`src/rtl/aes_pkg.sv`:
```
// Shared constants, FSM state type and GF(2^8) helper for the AES-128 key schedule.
package aes_pkg;

  localparam int          NR_DEFAULT = 10;
  localparam logic [7:0]  RCON_INIT  = 8'h01;
  localparam logic [7:0]  XTIME_POLY = 8'h1B;

  typedef enum logic {
    IDLE   = 1'b0,
    ACTIVE = 1'b1
  } ks_state_t;

  // Multiply by x in GF(2^8), reducing modulo x^8 + x^4 + x^3 + x + 1.
  function automatic logic [7:0] xtime(input logic [7:0] b);
    return {b[6:0], 1'b0} ^ (b[7] ? XTIME_POLY : 8'h00);
  endfunction

endpackage

```
`src/rtl/key_schedule_sbox.sv`:
```
// AES forward S-box, purely combinational table lookup.
module sbox (
  input  logic [7:0] in_byte,
  output logic [7:0] out_byte
);

  localparam logic [7:0] SBOX [256] = '{
    8'h63, 8'h7c, 8'h77, 8'h7b, 8'hf2, 8'h6b, 8'h6f, 8'hc5, 8'h30, 8'h01, 8'h67, 8'h2b, 8'hfe, 8'hd7, 8'hab, 8'h76,
    8'hca, 8'h82, 8'hc9, 8'h7d, 8'hfa, 8'h59, 8'h47, 8'hf0, 8'had, 8'hd4, 8'ha2, 8'haf, 8'h9c, 8'ha4, 8'h72, 8'hc0,
    8'hb7, 8'hfd, 8'h93, 8'h26, 8'h36, 8'h3f, 8'hf7, 8'hcc, 8'h34, 8'ha5, 8'he5, 8'hf1, 8'h71, 8'hd8, 8'h31, 8'h15,
    8'h04, 8'hc7, 8'h23, 8'hc3, 8'h18, 8'h96, 8'h05, 8'h9a, 8'h07, 8'h12, 8'h80, 8'he2, 8'heb, 8'h27, 8'hb2, 8'h75,
    8'h09, 8'h83, 8'h2c, 8'h1a, 8'h1b, 8'h6e, 8'h5a, 8'ha0, 8'h52, 8'h3b, 8'hd6, 8'hb3, 8'h29, 8'he3, 8'h2f, 8'h84,
    8'h53, 8'hd1, 8'h00, 8'hed, 8'h20, 8'hfc, 8'hb1, 8'h5b, 8'h6a, 8'hcb, 8'hbe, 8'h39, 8'h4a, 8'h4c, 8'h58, 8'hcf,
    8'hd0, 8'hef, 8'haa, 8'hfb, 8'h43, 8'h4d, 8'h33, 8'h85, 8'h45, 8'hf9, 8'h02, 8'h7f, 8'h50, 8'h3c, 8'h9f, 8'ha8,
    8'h51, 8'ha3, 8'h40, 8'h8f, 8'h92, 8'h9d, 8'h38, 8'hf5, 8'hbc, 8'hb6, 8'hda, 8'h21, 8'h10, 8'hff, 8'hf3, 8'hd2,
    8'hcd, 8'h0c, 8'h13, 8'hec, 8'h5f, 8'h97, 8'h44, 8'h17, 8'hc4, 8'ha7, 8'h7e, 8'h3d, 8'h64, 8'h5d, 8'h19, 8'h73,
    8'h60, 8'h81, 8'h4f, 8'hdc, 8'h22, 8'h2a, 8'h90, 8'h88, 8'h46, 8'hee, 8'hb8, 8'h14, 8'hde, 8'h5e, 8'h0b, 8'hdb,
    8'he0, 8'h32, 8'h3a, 8'h0a, 8'h49, 8'h06, 8'h24, 8'h5c, 8'hc2, 8'hd3, 8'hac, 8'h62, 8'h91, 8'h95, 8'he4, 8'h79,
    8'he7, 8'hc8, 8'h37, 8'h6d, 8'h8d, 8'hd5, 8'h4e, 8'ha9, 8'h6c, 8'h56, 8'hf4, 8'hea, 8'h65, 8'h7a, 8'hae, 8'h08,
    8'hba, 8'h78, 8'h25, 8'h2e, 8'h1c, 8'ha6, 8'hb4, 8'hc6, 8'he8, 8'hdd, 8'h74, 8'h1f, 8'h4b, 8'hbd, 8'h8b, 8'h8a,
    8'h70, 8'h3e, 8'hb5, 8'h66, 8'h48, 8'h03, 8'hf6, 8'h0e, 8'h61, 8'h35, 8'h57, 8'hb9, 8'h86, 8'hc1, 8'h1d, 8'h9e,
    8'he1, 8'hf8, 8'h98, 8'h11, 8'h69, 8'hd9, 8'h8e, 8'h94, 8'h9b, 8'h1e, 8'h87, 8'he9, 8'hce, 8'h55, 8'h28, 8'hdf,
    8'h8c, 8'ha1, 8'h89, 8'h0d, 8'hbf, 8'he6, 8'h42, 8'h68, 8'h41, 8'h99, 8'h2d, 8'h0f, 8'hb0, 8'h54, 8'hbb, 8'h16
  };

  // Table lookup indexed by the input byte.
  always_comb begin
    out_byte = SBOX[in_byte];
  end

endmodule

```
`src/rtl/key_schedule.sv`:
```
// AES-128 key schedule: presents round keys 0..NR one at a time, stepping on next.
//
// state  | meaning
// IDLE   | no schedule running; valid/done low, round_key holds last value
// ACTIVE | round_key/round_num presented; next advances, start reloads
module key_schedule
  import aes_pkg::*;
#(
  parameter int NR = NR_DEFAULT
) (
  input  logic         clk,
  input  logic         reset_n,
  input  logic         start,
  input  logic [127:0] key_in,
  input  logic         next,
  output logic [127:0] round_key,
  output logic [3:0]   round_num,
  output logic         valid,
  output logic         done
);

  localparam logic [3:0] LAST_ROUND = 4'(NR);

  ks_state_t      state_q, state_d;
  logic [127:0]   round_key_q, round_key_d;
  logic [3:0]     round_num_q, round_num_d;
  logic [7:0]     rcon_q, rcon_d;

  logic [31:0]    w0, w1, w2, w3;
  logic [31:0]    rot_w3, sub_w3, t_word;
  logic [31:0]    w0_n, w1_n, w2_n, w3_n;
  logic [127:0]   expanded;

  assign {w0, w1, w2, w3} = round_key_q;
  assign rot_w3 = {w3[23:0], w3[31:24]};

  sbox u_sbox0 (.in_byte(rot_w3[31:24]), .out_byte(sub_w3[31:24]));
  sbox u_sbox1 (.in_byte(rot_w3[23:16]), .out_byte(sub_w3[23:16]));
  sbox u_sbox2 (.in_byte(rot_w3[15:8]),  .out_byte(sub_w3[15:8]));
  sbox u_sbox3 (.in_byte(rot_w3[7:0]),   .out_byte(sub_w3[7:0]));

  // Chained word expansion producing the next round key in one cycle.
  always_comb begin
    t_word   = sub_w3 ^ {rcon_q, 24'h0};
    w0_n     = w0 ^ t_word;
    w1_n     = w1 ^ w0_n;
    w2_n     = w2 ^ w1_n;
    w3_n     = w3 ^ w2_n;
    expanded = {w0_n, w1_n, w2_n, w3_n};
  end

  // Next-state logic: start reloads from either state and beats next.
  always_comb begin
    state_d     = state_q;
    round_key_d = round_key_q;
    round_num_d = round_num_q;
    rcon_d      = rcon_q;
    if (start) begin
      state_d     = ACTIVE;
      round_key_d = key_in;
      round_num_d = 4'd0;
      rcon_d      = RCON_INIT;
    end else if (state_q == ACTIVE && next) begin
      if (round_num_q == LAST_ROUND) begin
        state_d = IDLE;
      end else begin
        round_key_d = expanded;
        round_num_d = round_num_q + 4'd1;
        rcon_d      = xtime(rcon_q);
      end
    end
  end

  // Register update with synchronous active-low reset.
  always_ff @(posedge clk) begin
    if (!reset_n) begin
      state_q     <= IDLE;
      round_key_q <= 128'h0;
      round_num_q <= 4'd0;
      rcon_q      <= RCON_INIT;
    end else begin
      state_q     <= state_d;
      round_key_q <= round_key_d;
      round_num_q <= round_num_d;
      rcon_q      <= rcon_d;
    end
  end

  assign round_key = round_key_q;
  assign round_num = round_num_q;
  assign valid     = (state_q == ACTIVE);
  assign done      = valid & (round_num_q == LAST_ROUND);

endmodule

```
`config.mk`:
```
export PLATFORM = sky130hd
export DESIGN_NAME = key_schedule
export DESIGN_NICKNAME = d
export VERILOG_FILES = /design/src/rtl/aes_pkg.sv /design/src/rtl/key_schedule_sbox.sv /design/src/rtl/key_schedule.sv
export SDC_FILE = /design/constraint.sdc
export NUM_CORES = 1
export LEC_CHECK = 0
export BUFFER_PORTS_ARGS = -buffer_cell sky130_fd_sc_hd__buf_2
export CAP_MARGIN = 20
export CORE_MARGIN = 2
export CORE_UTILIZATION = 35
export CTS_CLUSTER_DIAMETER = 200
export DETAILED_ROUTE_END_ITERATION = 7
export PLACE_DENSITY = 0.48
export SLEW_MARGIN = 40
export SYNTH_ARGS = -nofsm -noshare
export SYNTH_HDL_FRONTEND = slang
export SYNTH_SLANG_ARGS = --single-unit
```
`constraint.sdc`:
```
create_clock -name clk -period 4 [get_ports clk]
set_clock_uncertainty 0.05 [all_clocks]
set_input_delay 0.4 -clock clk [delete_from_list [all_inputs] [get_ports clk]]
set_output_delay 0.4 -clock clk [all_outputs]
set_load 0.01 [all_outputs]
```
== After elaboration in Yosys (flattened, before gate mapping) ==
Memories as Yosys holds them, arrays and structs flattened.
Index checks and enable logic that the tools add are counted.

* Multipliers: 0
* Mux-type cells: 15
* Bitwise logic cells: 13
* Shift-type cells: 0
* $lt $le $gt $ge: 4
* Div/mod/pow operators: 0
* Reduce and logical (&&, ||, !) cells: 7
* Add/sub/neg operators: 1
* Equality and inequality tests: 2

{| class="wikitable"
|+ Operators with widths
! kind !! number
|-
| two-way mux 128 bit || 3
|-
| XOR 32 bit || 5
|-
| two-way mux 8 bit || 8
|-
| >= comparator 9 bit, second input constant || 4
|-
| inverter 8 -> 9 bit || 4
|-
| XOR 8 x 5 -> 8 bit || 1
|-
| AND reduction 2 bit || 3
|-
| two-way mux 5 bit || 1
|-
| adder 4 x 1 -> 4 bit, second input constant || 1
|-
| equality test 4 bit, second input constant || 1
|-
| nonzero test 2 bit || 2
|-
| two-way mux 1 bit || 3
|-
| inequality test 2 bit, second input constant || 1
|-
| inverter 1 bit || 2
|-
| OR reduction 2 bit || 1
|-
| AND 1 bit || 1
|-
| logical AND 1 bit || 1
|}

* Flip-flop bits (word level): 141
* ROM bits: 8192
* Output and inout bits: 134
* Latch bits: 0
* Input port bits: 132
* RAM bits: 0
* Memories: 4

{| class="wikitable"
|+ Memory list
! memory !! words !! bits a word !! rd ports !! clocked after Yosys merged registers in !! wr ports !! line !! text
|-
| (no name shown) || 256 || 8 || 1 || 0 || 0 || key_schedule_sbox.sv:28 || <nowiki>out_byte = SBOX[in_byte];</nowiki>
|-
| (no name shown) || 256 || 8 || 1 || 0 || 0 || key_schedule_sbox.sv:28 ||
|-
| (no name shown) || 256 || 8 || 1 || 0 || 0 || key_schedule_sbox.sv:28 ||
|-
| (no name shown) || 256 || 8 || 1 || 0 || 0 || key_schedule_sbox.sv:28 ||
|}

== Longest topological paths before layout ==
Gate-level depths: netlist of run 1.

* Depth in word-level cells: 12
* Gate-level depth with buffers: 15
* Depth with buffers taken out: 11

== Modules after synthesis ==
Synthesis of run 1 repeated with hierarchy kept, for this count alone.

* Cells, all modules: 2863
* Area, all modules: 20546.0 sq um

{| class="wikitable"
|+ By module, submodules not included
! module !! seq. area each (sq um) !! area an instance (sq um) !! cells an instance !! times used
|-
| sbox (u_sbox1 ...) || 0.0 || 3179.3 || 507 || 3
|-
| key_schedule || 2822.7 || 7905.1 || 832 || 1
|-
| sbox (u_sbox0) || 0.0 || 3103.0 || 510 || 1
|}

== Worst setup path after synthesis of run 1 ==
Ideal clock, no wire load.

* Kind: register to register
* From: reg round_key_q[17], in the netlist round_key[17]
* To: reg round_key_q[26], in the netlist round_key[26]
* Setup time: 115 ps
* Stages on the path, launching flop included: 13
* Setup slack: 242 ps
* Arrival time: 3593 ps
* Path through: dfxtp_1 > buf_2 > inv_2 > ha_1 > clkbuf_1 > and2b_1 > nor2_1 > mux4_2 > mux4_2 > mux2i_1 > nor4b_4 > mux2_1 > and3_1

* Longest elaborated chain between the ends: 12

{| class="wikitable"
|+ Ends and longest elaborated chain
! element !! line !! text
|-
| from (decl) || key_schedule.sv:25 || <nowiki>logic [127:0] round_key_q, round_key_d;</nowiki>
|-
| from (signal assigned) || key_schedule.sv:83 || <nowiki>round_key_q <= round_key_d;</nowiki>
|-
| inverter 8 -> 9 bit (implied by the code) || key_schedule_sbox.sv:28 ||
|-
| memory (256 x 8 bit) || -- ||
|-
| two-way mux 8 bit (implied by the code) (2 in series) || key_schedule_sbox.sv:28 ||
|-
| XOR 32 bit || key_schedule.sv:44 || <nowiki>t_word = sub_w3 ^ {rcon_q, 24'h0};</nowiki>
|-
| XOR 32 bit || key_schedule.sv:45 || <nowiki>w0_n = w0 ^ t_word;</nowiki>
|-
| XOR 32 bit || key_schedule.sv:46 || <nowiki>w1_n = w1 ^ w0_n;</nowiki>
|-
| XOR 32 bit || key_schedule.sv:47 || <nowiki>w2_n = w2 ^ w1_n;</nowiki>
|-
| XOR 32 bit || key_schedule.sv:48 || <nowiki>w3_n = w3 ^ w2_n;</nowiki>
|-
| two-way mux 128 bit || key_schedule.sv:64 || <nowiki>if (round_num_q == LAST_ROUND) begin</nowiki>
|-
| two-way mux 128 bit || key_schedule.sv:63 || <nowiki>end else if (state_q == ACTIVE && next) begin</nowiki>
|-
| two-way mux 128 bit || key_schedule.sv:58 || <nowiki>if (start) begin</nowiki>
|}

No other way between the ends. The select of a mux whose other input is x is not followed.
A chain may end at the register's enable or synchronous reset.

== Final worst setup path of run 1 ==
* From: reg round_key_q[1], in the netlist round_key[1]
* To: reg round_key_q[8], in the netlist round_key[8]

Same word-level chain as after synthesis.

==> metrics.txt, run 1 <==
outcome=complete, no violations; dominant combinational cell family by area after synthesis=compound AO/OA/AOI/OAI gates; Worst Max-Slew Pin Slew=0.9104 ns; total detailed-routing wirelength=123,200 um; sum of met3 wire segment lengths after detailed routing=12,740 um; Port Buffers=265; share of flip-flops with an asynchronous set or reset=0; routed length on met2=53,250 um; global-route wire length before repair=179,800 um; type of destination of the critical path=register; count of nets after finishing=3,577; Worst path max stage delay=0.69 ns; largest area contributor in the synthesized netlist=dfxtp_1; CTS tree=yes; distinct cell type count of the synthesized netlist=106; Max FO, Critical Path=22; floorplan row count=93; number of endpoints with negative hold slack in the final report=0; most frequent cell after synthesis=o21ai_0; total overflow reported by the global router=0; Core Box Area=64,460 um^2; I/O pin total=266; estimated wirelength of the detail-placed design=90,460 um; share of synthesized area spent on multiplexers=0.05974; top cells by area in the synthesized netlist=dfxtp_1 (12%), o21ai_0 (6.1%), xnor2_1 (5.5%); via count=28,465; Synth Net Count=3,431; accumulated negative setup slack=0 ns; top layer used by detailed routing=met5; critical path data arrival time=4.31 ns; portion of the post-synthesis area used by sequential elements=0.1238; Clk pin slew, worst setup/hold paths=0.08 ns; required time at the worst-slack endpoint=4.36 ns; final worst path period need=3.947 ns; final-report setup violation count=0; max_slew headroom=0.3867; fin area=26,220 um^2; worst-path cell with the longest stage delay=a311oi_1; DRT met1 WL=50,700 um; number of buffers created by CTS=17; maximum number of pins on one net before global-route repair=89; compound-gate portion of the synthesized area=0.3555; reported max-cap violation count=0; number of global-route vias before repair=26,453; ratio of routed vias to standard cells=6.687; path category of the worst min-delay check=input port to register; dpl cells=4,218; reported leakage power=9.965 nW; floorplan die area=67,230 um^2; DRC violation count after routing=0; count of state elements after synthesis=141; Die Y=259.3 um; Post-Synth Simple-Gate Area=0.2536; CTS max path bufs=2; Die Wd=259.3 um; Placement Cell Area=25,590 um^2; post-synthesis share of cell area spent on full adders, half adders and majority gates=0.03533; Overall Global Routing Usage=0.3509; commonest cells in the synthesized netlist=o21ai_0 (280), a21oi_1 (237), nor2_1 (232), nand2_1 (207), clkbuf_1 (192); Worst setup SP type=register; power density over the cells=362.0 nW/um^2; root buffer cell=clkbuf_16; setup repair after global routing missed its margin=no; violation count after the first detailed-route iteration=3,694; worst ir drop on vdd=0.0003138 V; clock latency reported for the late side of the worst-skew pair=0.48 ns; maximum frequency from static timing analysis=253.4 MHz; Synth warnings=0; fin. max-slew vios=0; post-synthesis instance area=22,810 um^2; initial antenna violation count=12; Post-Synth XOR/XNOR Area=0.08508; cells along the critical path=buf_4 > ha_1 > and2_1 > o21ai_1 > a311oi_1 > a211oi_1 > or3_1 > and4_1 > xor3_1 > a21o_1 > a31oi_1; final cell count without fillers=4,257; top-area cell type share of the netlist area=0.1238; final weighted congestion in routability-driven placement=1.050; clock tree sinks=141; WL per Instance=28.93 um; Syn Area/Cell=7.046 um^2; number of detailed-route iterations in the first pass=6; hold buffer count at cts=0; Final ANT Viol Nets=0; total of fill cells in the finished design=6,865; H-Tree Level Count=4; path type of the worst setup path=register to register; share of final-layout standard cells stronger than drive strength 1=0.1949; Post-Synthesis Cells=3,237; Syn-to-layout area delta=14.94%; top_reg_cell synth=dfxtp_1; share of the clock period used by the worst path=0.9867; initial core utilization=0.3538; number of flops mapped to enable cells by yosys=0
worst paths after layout:
path                        startpoint  slack (ns)                          end  depth (start not counted)
max          round_key[1]$_SDFFE_PN0P_        0.05    round_key[8]$_SDFFE_PN0P_                         11
max reg2reg  round_key[1]$_SDFFE_PN0P_        0.05    round_key[8]$_SDFFE_PN0P_                         11
min reg2reg     rcon_q[6]$_SDFFE_PP0P_        0.45       rcon_q[6]$_SDFFE_PP0P_                          2
min                        key_in[117]        0.08  round_key[117]$_SDFFE_PN0P_                          2
through the flow:
stage	utilization	setup slack [ns]	power (mW)	hold slack (ns)
after detailed placement	0.3969	0.1126	7.645	0.4481
final	0.4067	0.05325	9.491	0.07851
after global placement	0.3969	-0.006686	7.724	0.4368
after CTS	0.4059	0.07560	9.333	0.05688
after floorplan	-	0.2419	5.460	0.4067
after global routing	0.4066	0.02224	9.938	0.06924
logic make-up (layout without fill, tap and decap cells):
group | after synthesis | after routing
compound gates | 1187 | 1187
simple gates | 1098 | 1098
buf+inv | 442 | 601
xor+xnor | 210 | 210
flops | 141 | 141
mux | 94 | 94
fa+ha+maj | 65 | 65
other cells | 0 | 6
where the power goes:
part,switching (mW),internal (mW)
combinational,3.73,2.30
clock,0.775,0.877
sequential,0.280,1.53
total,4.78,4.71
metal layers:
metal | track usage | vias to the layer above
met2 | 0.5360 | 1988
met3 | 0.06717 | 381
met4 | 0.1612 | 10
met1 | 0.4756 | 13698
li1 | - | 12388
met5 | 0 | -
worst max-delay path, delay by kind of cell, from the launching register on:
kind,cells,cell delay [ns]
AOI/OAI and AO/OA,5,1.50
adders and majority gates,1,0.54
xor gates and xnor gates,1,0.32
buffers and inverters,1,0.31
and+or+nand+nor,3,0.82
DFF,1,0.33
state kept, by name (all words and copies together) (netlist names):
name       count
rcon_q         8
round_key    128
valid          1
round_num      4
cell type report:
type | count | area (um^2) | area share
diodes | 6 | 15.01 | 0.0005727
repair buffers | 506 | 3416 | 0.1303
flip-flops and latches | 141 | 2861 | 0.1091
clock buffers | 20 | 478.0 | 0.01823
multi-input cells | 2654 | 18040 | 0.6880
inverters | 63 | 241.5 | 0.009211
well taps | 855 | 1070 | 0.04081
clock inverters | 12 | 98.84 | 0.003770
timing repair:
item | 4_1_cts | 5_1_grt
endpoints found under the setup margin | 0 | 4
gates resized for setup | 0 | 4
buffers inserted | 0 | 1
placed cells by master, fill, tap and decap left out, types with 27 or more instances in the layout:
cell type / synthesis / routed
nor2b_1: 107 / 107
nand2b_1: 110 / 110
a31oi_1: 77 / 77
nor3_1: 87 / 87
a211oi_1: 63 / 63
o21ai_0: 280 / 279
mux4_2: 32 / 32
buf_2: 134 / 263
nand2_1: 207 / 207
xnor2_1: 142 / 142
inv_1: 51 / 51
o31ai_1: 27 / 27
dfxtp_1: 141 / 126
nor2_1: 232 / 232
buf_4: 30 / 221
a311oi_1: 40 / 40
nor3b_1: 34 / 34
and2_1: 43 / 43
o211ai_1: 63 / 63
nand3_1: 70 / 69
mux2i_1: 45 / 45
or3_1: 42 / 42
a21oi_1: 237 / 237
ha_1: 62 / 60
xor2_1: 61 / 61
(Power assumes the default switching activity.)
==> inputs of run 2 (changes only) <==
- clock period: 4 -> 4.45 ns (I/O delays scaled with it)
==> run 2 against run 1 <==
Against the previous run: cell count fell by 1.8%; non-clock buffer count is 75 lower; wire length down 3.2%; power is 12% lower; utilization down 1.1 points; flip-flop and latch count did not move; clock power shrank 6%; sequential share of layout area rose by 0.30 points; first-iteration DRC count is 3.1% higher; die area stayed put; via count is 1.5% lower; register-to-register slack improved by 0.18 ns; critical path type unchanged; largest power group unchanged.
==> metrics.txt, run 2 (synthesized netlist as in run 1, its figures left out) <==
Max FO, Critical Path=14 (-36%); Final ANT Viol Nets=0 (unchanged); Port Buffers=265 (unchanged); Die Y=259.3 um (unchanged); floorplan row count=93 (unchanged); H-Tree Level Count=4 (unchanged); register area=2861 um^2 (unchanged); critical path data arrival time=4.52 ns (+0.21 ns); Worst Max-Slew Pin Slew=0.8718 ns (-0.03855 ns); worst ir drop on vdd=0.0003227 V (+2.9%); worst path bufs/invs=2 (+1); via count=28,050 (-1.5%); number of global-route vias before repair=26,455 (+0.0076%); number of buffers created by CTS=17 (unchanged); total of fill cells in the finished design=6,962 (+1.4%); fin. max-slew vios=0 (unchanged); Worst setup SP type=register; Syn-to-layout area delta=11.86%; root buffer cell=clkbuf_16; CTS max path bufs=2 (unchanged); required time at the worst-slack endpoint=4.75 ns (+0.39 ns); type of destination of the critical path=register; total overflow reported by the global router=0 (unchanged); most common cell after layout, fill and taps aside=o21ai_0; clock latency reported for the late side of the worst-skew pair=0.50 ns (+0.02 ns); number of detailed-route iterations in the first pass=7 (+1); final cell utilization of the core=0.3958 (-0.01087); Worst path max stage delay=0.74 ns (+0.05 ns); maximum number of pins on one net before global-route repair=114 (+28%); reported leakage power=9.555 nW (-4.1%); I/O pin total=266 (unchanged); path type of the worst setup path=register to register; top cell family by delay on the critical path=flip-flops; initial antenna violation count=15 (+3); footprint of the multi-input gates=18,030 um^2 (about the same); total detailed-routing wirelength=119,200 um (-3.2%); maximum frequency from static timing analysis=237.0 MHz (-6.4%); final worst path period need=4.219 ns (+0.2720 ns); Overall Global Routing Usage=0.3410 (-0.009865); dpl cells=4,143 (-1.8%); CTS tree=yes; clock tree sinks=141 (unchanged); floorplan die area=67,230 um^2 (unchanged); share of final-layout standard cells stronger than drive strength 1=0.1777 (-0.01728); path category of the worst min-delay check=input port to register; final weighted congestion in routability-driven placement=1.086 (+3.4%); Clk pin slew, worst setup/hold paths=0.08 ns (about the same); cells along the critical path=inv_2 > ha_1 > buf_4 > nor2b_1 > nor2_1 > mux4_2 > a221oi_1 > a2bb2oi_2 > xnor3_1 > nor2_1 > xnor2_1 > a21oi_1; max FFs per register=128 (unchanged); max_slew headroom=0.4176 (+0.03092); commonest non-fill, non-tap cells in the layout=o21ai_0 (279), buf_2 (263), a21oi_1 (237); final cell count without fillers=4,179 (-1.8%); count of nets after finishing=3,502 (-2.1%); Crit path top cell by count=nor2_1; power density over the cells=327.6 nW/um^2 (-9.5%); number of endpoints with negative hold slack in the final report=0 (unchanged); final-report setup violation count=0 (unchanged); reported max-cap violation count=0 (unchanged); violation count after the first detailed-route iteration=3,809 (+3.1%); global-route wire length before repair=176,100 um (-2.1%); share of the clock period used by the worst path=0.9480 (-0.03864); WL per Instance=28.52 um (-1.4%); outcome=complete, no violations; ratio of routed vias to standard cells=6.712 (+0.38%); post-CTS setup-driven buffer insertion count=0 (unchanged); accumulated negative setup slack=0 ns (unchanged); estimated wirelength of the detail-placed design=86,090 um (-4.8%); initial core utilization=0.3538 (unchanged); Die Wd=259.3 um (unchanged); DRC violation count after routing=0 (unchanged); power after layout=8.359 mW (-12%); worst-path cell with the longest stage delay=dfxtp_1; Core Box Area=64,460 um^2 (unchanged); setup repair after global routing missed its margin=no
## run 2: cell types whose count changed in the layout (fill, tap and decap cells not counted), sizes merged
cell,previous run,this run
buf,506,431
diode,6,3
clkbuf,20,18
bufinv,0,1
inv,68,69
## run 2: worst register-to-register path, stage by stage, from the launching register on
cell and delay (ns):
dfxtp_1 0.74, inv_2 0.09, ha_1 0.56, buf_4 0.30, nor2b_1 0.34, nor2_1 0.09
mux4_2 0.47, a221oi_1 0.36, a2bb2oi_2 0.17, xnor3_1 0.50, nor2_1 0.18, xnor2_1 0.15
a21oi_1 0.09
## run 2: per-layer routing
layer / up-vias / track usage / part of all wire
met5: - / 0 / 0.00058
met4: 12 / 0.1534 / 0.051
met3: 410 / 0.08436 / 0.11
met2: 1850 / 0.5158 / 0.43
met1: 13522 / 0.4558 / 0.41
li1: 12256 / - / -
## run 2: area by class of cell
type / instances / area share
timing repair buffer: 431 / 0.1064
clock buffer: 18 / 0.01721
inverter: 63 / 0.009464
multi-input combinational: 2654 / 0.7068
sequential: 141 / 0.1121
clock inverter: 14 / 0.005737
tap: 855 / 0.04193
antenna: 3 / 0.0002942
## run 2: metrics by stage
| stage | hold WS (ns) | setup slack [ns] | cell area, um^2 |
|---|---|---|---|
| CTS | 0.08267 | 0.1520 | 25480 |
| floorplan | 0.4067 | 0.6919 | 22810 |
| detailed placement | 0.4603 | 0.1825 | 24890 |
| global placement | 0.4549 | 0.1866 | 24890 |
| global route | 0.1061 | 0.09446 | 25520 |
| finish | 0.1165 | 0.2312 | 25520 |
## run 2: path summary, 6_finish.rpt
check | from | to | slack [ns] | cells after the start
worst max register to register | round_key[8]$_SDFFE_PN0P_ | round_key[23]$_SDFFE_PN0P_ | 0.23 | 12
worst min register to register | rcon_q[4]$_SDFFE_PP0P_ | rcon_q[5]$_SDFFE_PP0P_ | 0.47 | 2
worst min-delay path | key_in[117] | round_key[117]$_SDFFE_PN0P_ | 0.12 | 2
worst max-delay path | round_key[8]$_SDFFE_PN0P_ | round_key[23]$_SDFFE_PN0P_ | 0.23 | 12
## run 2: timing repair
item,in CTS,in global routing
setup endpoints to repair,0,3
resized for setup,0,1
hold buffers,0,0
## run 2: power breakdown
part           leakage (nW)  total [mW]  internal (mW)  switching, mW
Clock                 0.283        1.55          0.803          0.751
Sequential             1.18        1.65           1.38          0.273
Combinational          8.10        5.16           1.92           3.24
Total                  9.55        8.36           4.10           4.26
